File: config.mk
export PLATFORM = sky130hd
export DESIGN_NAME = complete_cdb_arbiter_flat
export DESIGN_NICKNAME = d
export VERILOG_FILES = /design/src/rtl/complete_cdb_arbiter_if.sv /design/src/rtl/complete_cdb_arbiter.sv /design/src/flat_wrapper.sv
export SDC_FILE = /design/constraint.sdc
export NUM_CORES = 1
export LEC_CHECK = 0
export BUFFER_PORTS_ARGS = -buffer_cell sky130_fd_sc_hd__buf_4
export CAP_MARGIN = 20
export CORE_AREA = 5 5 281 283
export CTS_BUF_LIST = sky130_fd_sc_hd__clkbuf_4 sky130_fd_sc_hd__clkbuf_8
export DETAILED_ROUTE_END_ITERATION = 16
export DIE_AREA = 0 0 286 288
export PLACE_DENSITY = 0.66
export SLEW_MARGIN = 20
export SYNTH_ARGS = -nofsm -noshare
export SYNTH_HDL_FRONTEND = slang
export SYNTH_SLANG_ARGS = --single-unit
export TNS_END_PERCENT = 1
File: constraint.sdc
create_clock -name clock -period 24.8 [get_ports clock]
set_input_delay 1.24 -clock clock [delete_from_list [all_inputs] [get_ports clock]]
set_output_delay 1.24 -clock clock [all_outputs]
set_load 0.02 [all_outputs]
File: src/rtl/complete_cdb_arbiter_if.sv
// rtl/complete_cdb_arbiter_if.sv - FU completion channels in, CDB lanes and fu_free out.
interface complete_cdb_arbiter_if #(
  parameter int NUM_CH = 8,
  parameter int CDB_W  = 2,
  parameter int XLEN   = 32,
  parameter int PREG_W = 6,
  parameter int ROB_W  = 5
);
  logic [NUM_CH-1:0]        in_valid;
  logic [NUM_CH*PREG_W-1:0] in_dest_idx;
  logic [NUM_CH*XLEN-1:0]   in_result;
  logic [NUM_CH*XLEN-1:0]   in_npc;
  logic [NUM_CH-1:0]        in_take_br;
  logic [NUM_CH*ROB_W-1:0]  in_rob_idx;
  logic [NUM_CH-1:0]        in_ready;

  logic [CDB_W-1:0]         cdb_valid;
  logic [CDB_W-1:0]         cdb_wr_en;
  logic [CDB_W*PREG_W-1:0]  cdb_idx;
  logic [CDB_W*XLEN-1:0]    cdb_data;
  logic [CDB_W*ROB_W-1:0]   cdb_rob_idx;
  logic [NUM_CH-1:0]        fu_free;

  modport slave (
    input  in_valid, in_dest_idx, in_result, in_npc, in_take_br, in_rob_idx,
    output in_ready, cdb_valid, cdb_wr_en, cdb_idx, cdb_data, cdb_rob_idx, fu_free
  );

  modport master (
    output in_valid, in_dest_idx, in_result, in_npc, in_take_br, in_rob_idx,
    input  in_ready, cdb_valid, cdb_wr_en, cdb_idx, cdb_data, cdb_rob_idx, fu_free
  );
endinterface

File: src/rtl/complete_cdb_arbiter.sv
// rtl/complete_cdb_arbiter.sv - per-channel 1-entry buffers broadcast on CDB_W lanes by rotating priority.
// Optional same-cycle bypass of empty channels: define CDB_BYPASS_EN.
module complete_cdb_arbiter #(
  parameter int NUM_CH = 8,
  parameter int CDB_W  = 2,
  parameter int XLEN   = 32,
  parameter int PREG_W = 6,
  parameter int ROB_W  = 5
) (
  input logic                    clock,
  input logic                    reset,
  input logic                    squash,
  complete_cdb_arbiter_if.slave  bus
);
  localparam int PTR_W = (NUM_CH > 1) ? $clog2(NUM_CH) : 1;

  logic [NUM_CH-1:0] buf_valid;
  logic [PREG_W-1:0] buf_dest [NUM_CH];
  logic [XLEN-1:0]   buf_data [NUM_CH];
  logic [ROB_W-1:0]  buf_rob  [NUM_CH];
  logic [PTR_W-1:0]  rr_ptr;
  logic [PTR_W-1:0]  rr_next;

  logic              blocked;
  logic [NUM_CH-1:0] grant;
  logic [NUM_CH-1:0] accept;
  logic [NUM_CH-1:0] bypassed;
  logic [XLEN-1:0]   in_data [NUM_CH];
  logic [PTR_W-1:0]  lane_src [CDB_W];
  logic [CDB_W-1:0]  lane_used;
  logic [CDB_W-1:0]  lane_byp;

  // Reset is async, so gating here keeps every output low while it is held.
  assign blocked = reset | squash;

  always_comb begin
    for (int i = 0; i < NUM_CH; i++) begin
      in_data[i] = bus.in_take_br[i] ? bus.in_npc[i*XLEN +: XLEN]
                                     : bus.in_result[i*XLEN +: XLEN];
    end
  end

  always_comb begin
    int c;
    int cnt;
    c         = 0;
    cnt       = 0;
    grant     = '0;
    lane_used = '0;
    lane_byp  = '0;
    rr_next   = rr_ptr;
    for (int k = 0; k < CDB_W; k++) lane_src[k] = '0;
    if (!blocked) begin
      for (int j = 0; j < NUM_CH; j++) begin
        c = int'(rr_ptr) + j;
        if (c >= NUM_CH) c = c - NUM_CH;
        if (buf_valid[c] && cnt < CDB_W) begin
          grant[c]      = 1'b1;
          lane_src[cnt] = PTR_W'(c);
          lane_used[cnt] = 1'b1;
          cnt           = cnt + 1;
          rr_next       = (c == NUM_CH - 1) ? '0 : PTR_W'(c + 1);
        end
      end
`ifdef CDB_BYPASS_EN
      // Empty channels with fresh input rank behind every buffered one.
      for (int j = 0; j < NUM_CH; j++) begin
        c = int'(rr_ptr) + j;
        if (c >= NUM_CH) c = c - NUM_CH;
        if (!buf_valid[c] && bus.in_valid[c] && cnt < CDB_W) begin
          grant[c]       = 1'b1;
          lane_src[cnt]  = PTR_W'(c);
          lane_used[cnt] = 1'b1;
          lane_byp[cnt]  = 1'b1;
          cnt            = cnt + 1;
          rr_next        = (c == NUM_CH - 1) ? '0 : PTR_W'(c + 1);
        end
      end
`endif
    end
  end

  always_comb begin
    int s;
    s               = 0;
    bus.cdb_valid   = lane_used;
    bus.cdb_wr_en   = '0;
    bus.cdb_idx     = '0;
    bus.cdb_data    = '0;
    bus.cdb_rob_idx = '0;
    for (int k = 0; k < CDB_W; k++) begin
      s = int'(lane_src[k]);
      if (lane_used[k]) begin
        if (lane_byp[k]) begin
          bus.cdb_idx[k*PREG_W +: PREG_W]    = bus.in_dest_idx[s*PREG_W +: PREG_W];
          bus.cdb_data[k*XLEN +: XLEN]       = in_data[s];
          bus.cdb_rob_idx[k*ROB_W +: ROB_W]  = bus.in_rob_idx[s*ROB_W +: ROB_W];
        end else begin
          bus.cdb_idx[k*PREG_W +: PREG_W]    = buf_dest[s];
          bus.cdb_data[k*XLEN +: XLEN]       = buf_data[s];
          bus.cdb_rob_idx[k*ROB_W +: ROB_W]  = buf_rob[s];
        end
        // Zero-register completions still broadcast so the ROB can retire them.
        bus.cdb_wr_en[k] = (bus.cdb_idx[k*PREG_W +: PREG_W] != '0);
      end
    end
  end

  assign bus.fu_free  = grant;
  assign bus.in_ready = blocked ? '0 : (~buf_valid | grant);
  assign accept       = bus.in_valid & bus.in_ready;
  assign bypassed     = grant & ~buf_valid;

  always_ff @(posedge clock or posedge reset) begin
    if (reset) begin
      buf_valid <= '0;
      rr_ptr    <= '0;
      for (int i = 0; i < NUM_CH; i++) begin
        buf_dest[i] <= '0;
        buf_data[i] <= '0;
        buf_rob[i]  <= '0;
      end
    end else if (squash) begin
      buf_valid <= '0;
      rr_ptr    <= '0;
    end else begin
      buf_valid <= (buf_valid & ~grant) | (accept & ~bypassed);
      rr_ptr    <= rr_next;
      for (int i = 0; i < NUM_CH; i++) begin
        if (accept[i] && !bypassed[i]) begin
          buf_dest[i] <= bus.in_dest_idx[i*PREG_W +: PREG_W];
          buf_data[i] <= in_data[i];
          buf_rob[i]  <= bus.in_rob_idx[i*ROB_W +: ROB_W];
        end
      end
    end
  end
endmodule

File: src/flat_wrapper.sv
// flat-port wrapper written by rule: the top's interface ports become plain ports
module complete_cdb_arbiter_flat 
#(
  parameter int NUM_CH = 8,
  parameter int CDB_W  = 2,
  parameter int XLEN   = 32,
  parameter int PREG_W = 6,
  parameter int ROB_W  = 5
)
  (clock, reset, squash, bus_in_valid, bus_in_dest_idx, bus_in_result, bus_in_npc, bus_in_take_br, bus_in_rob_idx, bus_in_ready, bus_cdb_valid, bus_cdb_wr_en, bus_cdb_idx, bus_cdb_data, bus_cdb_rob_idx, bus_fu_free);
  complete_cdb_arbiter_if #(.NUM_CH(NUM_CH), .CDB_W(CDB_W), .XLEN(XLEN), .PREG_W(PREG_W), .ROB_W(ROB_W)) bus_i ();
  input logic clock;
  input logic reset;
  input logic squash;
  input wire logic [$bits(bus_i.in_valid)-1:0] bus_in_valid;
  input wire logic [$bits(bus_i.in_dest_idx)-1:0] bus_in_dest_idx;
  input wire logic [$bits(bus_i.in_result)-1:0] bus_in_result;
  input wire logic [$bits(bus_i.in_npc)-1:0] bus_in_npc;
  input wire logic [$bits(bus_i.in_take_br)-1:0] bus_in_take_br;
  input wire logic [$bits(bus_i.in_rob_idx)-1:0] bus_in_rob_idx;
  output wire logic [$bits(bus_i.in_ready)-1:0] bus_in_ready;
  output wire logic [$bits(bus_i.cdb_valid)-1:0] bus_cdb_valid;
  output wire logic [$bits(bus_i.cdb_wr_en)-1:0] bus_cdb_wr_en;
  output wire logic [$bits(bus_i.cdb_idx)-1:0] bus_cdb_idx;
  output wire logic [$bits(bus_i.cdb_data)-1:0] bus_cdb_data;
  output wire logic [$bits(bus_i.cdb_rob_idx)-1:0] bus_cdb_rob_idx;
  output wire logic [$bits(bus_i.fu_free)-1:0] bus_fu_free;
  assign bus_i.in_valid = bus_in_valid;
  assign bus_i.in_dest_idx = bus_in_dest_idx;
  assign bus_i.in_result = bus_in_result;
  assign bus_i.in_npc = bus_in_npc;
  assign bus_i.in_take_br = bus_in_take_br;
  assign bus_i.in_rob_idx = bus_in_rob_idx;
  assign bus_in_ready = bus_i.in_ready;
  assign bus_cdb_valid = bus_i.cdb_valid;
  assign bus_cdb_wr_en = bus_i.cdb_wr_en;
  assign bus_cdb_idx = bus_i.cdb_idx;
  assign bus_cdb_data = bus_i.cdb_data;
  assign bus_cdb_rob_idx = bus_i.cdb_rob_idx;
  assign bus_fu_free = bus_i.fu_free;
  complete_cdb_arbiter #(.NUM_CH(NUM_CH), .CDB_W(CDB_W), .XLEN(XLEN), .PREG_W(PREG_W), .ROB_W(ROB_W)) u_core (.clock(clock), .reset(reset), .squash(squash), .bus(bus_i));
endmodule
==> impl_metrics.ini <==
[run_status]
status = finished clean

[flow_run]
drv_cap = 0

[setup_path]
cpMaxStageDelayCell = dfrtp_1
cp_data_arrival_time_ps = 12280
critPathTopFamily = buffers and inverters
critPathMaxFanout = 42
critPathLaunchType = register
crit_type = register to primary output
worstPathRequired_ps = 23560
crit_top_cell = buf_4
max_stage_delay_ps = 1020
end_kind = primary output
path_buf_inv = 11

[clock_network]
cts_tree = done
clock_sinks = 355
cts_resized = 0
clockBufferDepth = 3
root_buffer = clkbuf_8
cts_buffers = 69
path_clk_slew_ps = 60
htreeDepth = 3
post_cts_buffers = 0
clock_latency_ps = 670
cts_hold_buffers = 0

[finish]
final_cells = 4561
drive_above_1_share = 0.299
area_growth_syn_to_layout_pct = 30.5
final_core_util = 0.424
finalNetCount = 4161
n_fill_cell = 7633

[global_route]
grt_pass1_wl_mm = 164
overflow = 0
grt_pass1_vias = 23900
antenna_found_initial = 11
grtUsageTotal = 0.266
grt_max_degree = 147

[yosys]
synth.avg_cell_area_sq_um = 8.48
netlist_area_sq_mm = 0.0248
synth_common_cells = 728 x nand2_1, 416 x mux2i_1, 355 x dfrtp_1
synth_seq_cells = 355
yosysUniqueCellTypes = 89
yosysTopAreaCell = dfrtp_1
ys_top_cells_by_area = dfrtp_1 36%, mux2i_1 17%, nand2_1 11%
seq_area_frac_synth = 0.358
synth.top_cell.area_share = 0.358
synth_warnings = 0
ys_async_sr_fraction = 1.00
synth-edff-count = 0
ys.flop_type = dfrtp_1
yosysMostFrequentCell = nand2_1
synth_cells = 2929
syn-num-nets = 3577

[placed_design]
dp_slack_ps = 12010
portBuffers = 724
gp_congestion = 0.890
dpl.hpwl_mm = 85.5
placed_cells = 4428

[pwr]
p_int_mw = 2.10
swShare = 0.514
pwr-share-seq = 0.246
power_frac_clock = 0.151
power_frac_comb = 0.603
cellPowerDensity_mw_per_mm2 = 133
ir_drop_mv = 0.126
leakage_nw = 16.1
p_sw_mw = 2.22

[min_path]
hp-class = register to register

[route]
drt_iter0_drc = 2461
wire_per_inst_microns = 25.5
final_antenna_net_count = 0
vias = 25300
totalWireLength_mm = 116
drc = 0
drt_first_pass_iters = 6
viasPerCell = 5.55

[sta]
setup_slack_ps = 11280
slew_viol_final = 0
fmax_mhz = 73.9
rsz0062_at_grt = no
fin_crit_sh = 0.545
finalSetupViolCount = 0
fin_skew_ps = 34.0
hold_viol_final = 0
fin_setup_tns_ps = 0
fin_crit_ps = 13520
worst-slew-pin-transition_ps = 1090
relSlewSlack = 0.270

[floorplanning]
dieArea_sq_mm = 0.0824
dieWidth_microns = 286
start_util = 0.325
coreArea_sq_mm = 0.0764
ios = 725
die_h_microns = 288
rows = 102
-- final timing paths --
check                                         start             endpoint  slack (ps)  depth (start not counted)
worst max-delay path               u_core.rr_ptr[1]     bus_cdb_data[48]       11280                         36
worst min-delay path            u_core.buf_data[63]  u_core.buf_data[63]         500                          2
worst max register to register     u_core.rr_ptr[1]   u_core.buf_rob[12]       13660                         32
worst min register to register  u_core.buf_data[63]  u_core.buf_data[63]         500                          2
max in group asynchronous                     reset  u_core.buf_data[57]       21940                          4
min in group asynchronous                     reset  u_core.buf_dest[46]         750                          2
-- power groups by stage --
stage                     logic (mW)  clock network, mW  registers [mW]
after floorplan                 1.77                  0           0.931
after global placement          2.54                  0            1.06
after detailed placement        2.57                  0            1.05
after CTS                       2.57              0.669            1.05
after global routing            2.82              0.694            1.08
final                           2.61              0.653            1.06
-- final cells by class --
type	count	area, sq um	area share
diodes	9	22.5	0.000695
flip-flops and latches	355	8880	0.274
well taps	988	1240	0.0381
multi-input cells	2289	14800	0.458
clock inverters	13	144	0.00444
clock buffers	109	1360	0.0419
repair buffers	765	5780	0.178
inverters	33	134	0.00413
-- cell usage in the layout (no fill, tap or decap), drive strengths merged, types with 14 or more instances in the layout --
cell type,instances
a21oi,83
a221oi,18
a31oi,18
a32o,43
buf,765
clkbuf,109
dfrtp,355
ha,29
inv,36
mux2,134
mux2i,416
nand2,728
nand3,248
nand4,14
nor2,53
o21ai,321
-- through the flow --
stage          area (sq um)  power, mW  hold slack (ps)
2_1_floorplan         24800       2.70              466
3_5_place_dp          30800       3.62              492
4_1_cts               32300       4.29              505
3_3_place_gp          30800       3.60              486
6_report              32400       4.32              501
5_1_grt               32400       4.60              523
-- sequential cells by signal (all words and copies together), names as in the netlist --
register          count
u_core.buf_data     256
u_core.buf_dest      48
u_core.buf_rob       40
u_core.buf_valid      8
u_core.rr_ptr         3
-- layer usage --
layer,track usage,vias up,wire length (microns)
met4,0.0828,4,3280
met5,0,-,20
met2,0.405,1235,51700
met1,0.380,12300,51500
li1,-,11600,-
met3,0.0549,182,9770
-- worst register-to-register path, delay by kind of cell, from the launching register on --
family	cells	cell delay, ps
compound gates	4	1410
fa+ha+maj	5	1750
xor+xnor	2	460
flops	1	1020
buf+inv	7	1940
simple gates	11	2850
mux	3	1570
-- cells by family (layout without fill, tap and decap cells) --
group                      after synthesis  in the layout  share of synthesized area
DFF                                    355            355                      0.358
and+or+nand+nor                       1107           1107                      0.190
buffers and inverters                  285            920                     0.0489
xor gates and xnor gates                 9              9                    0.00423
adders and majority gates               31             31                     0.0155
other                                    0              9                          0
AOI/OAI and AO/OA                      581            581                      0.145
muxes                                  561            561                      0.239
Power figures use the tool's default switching activity.
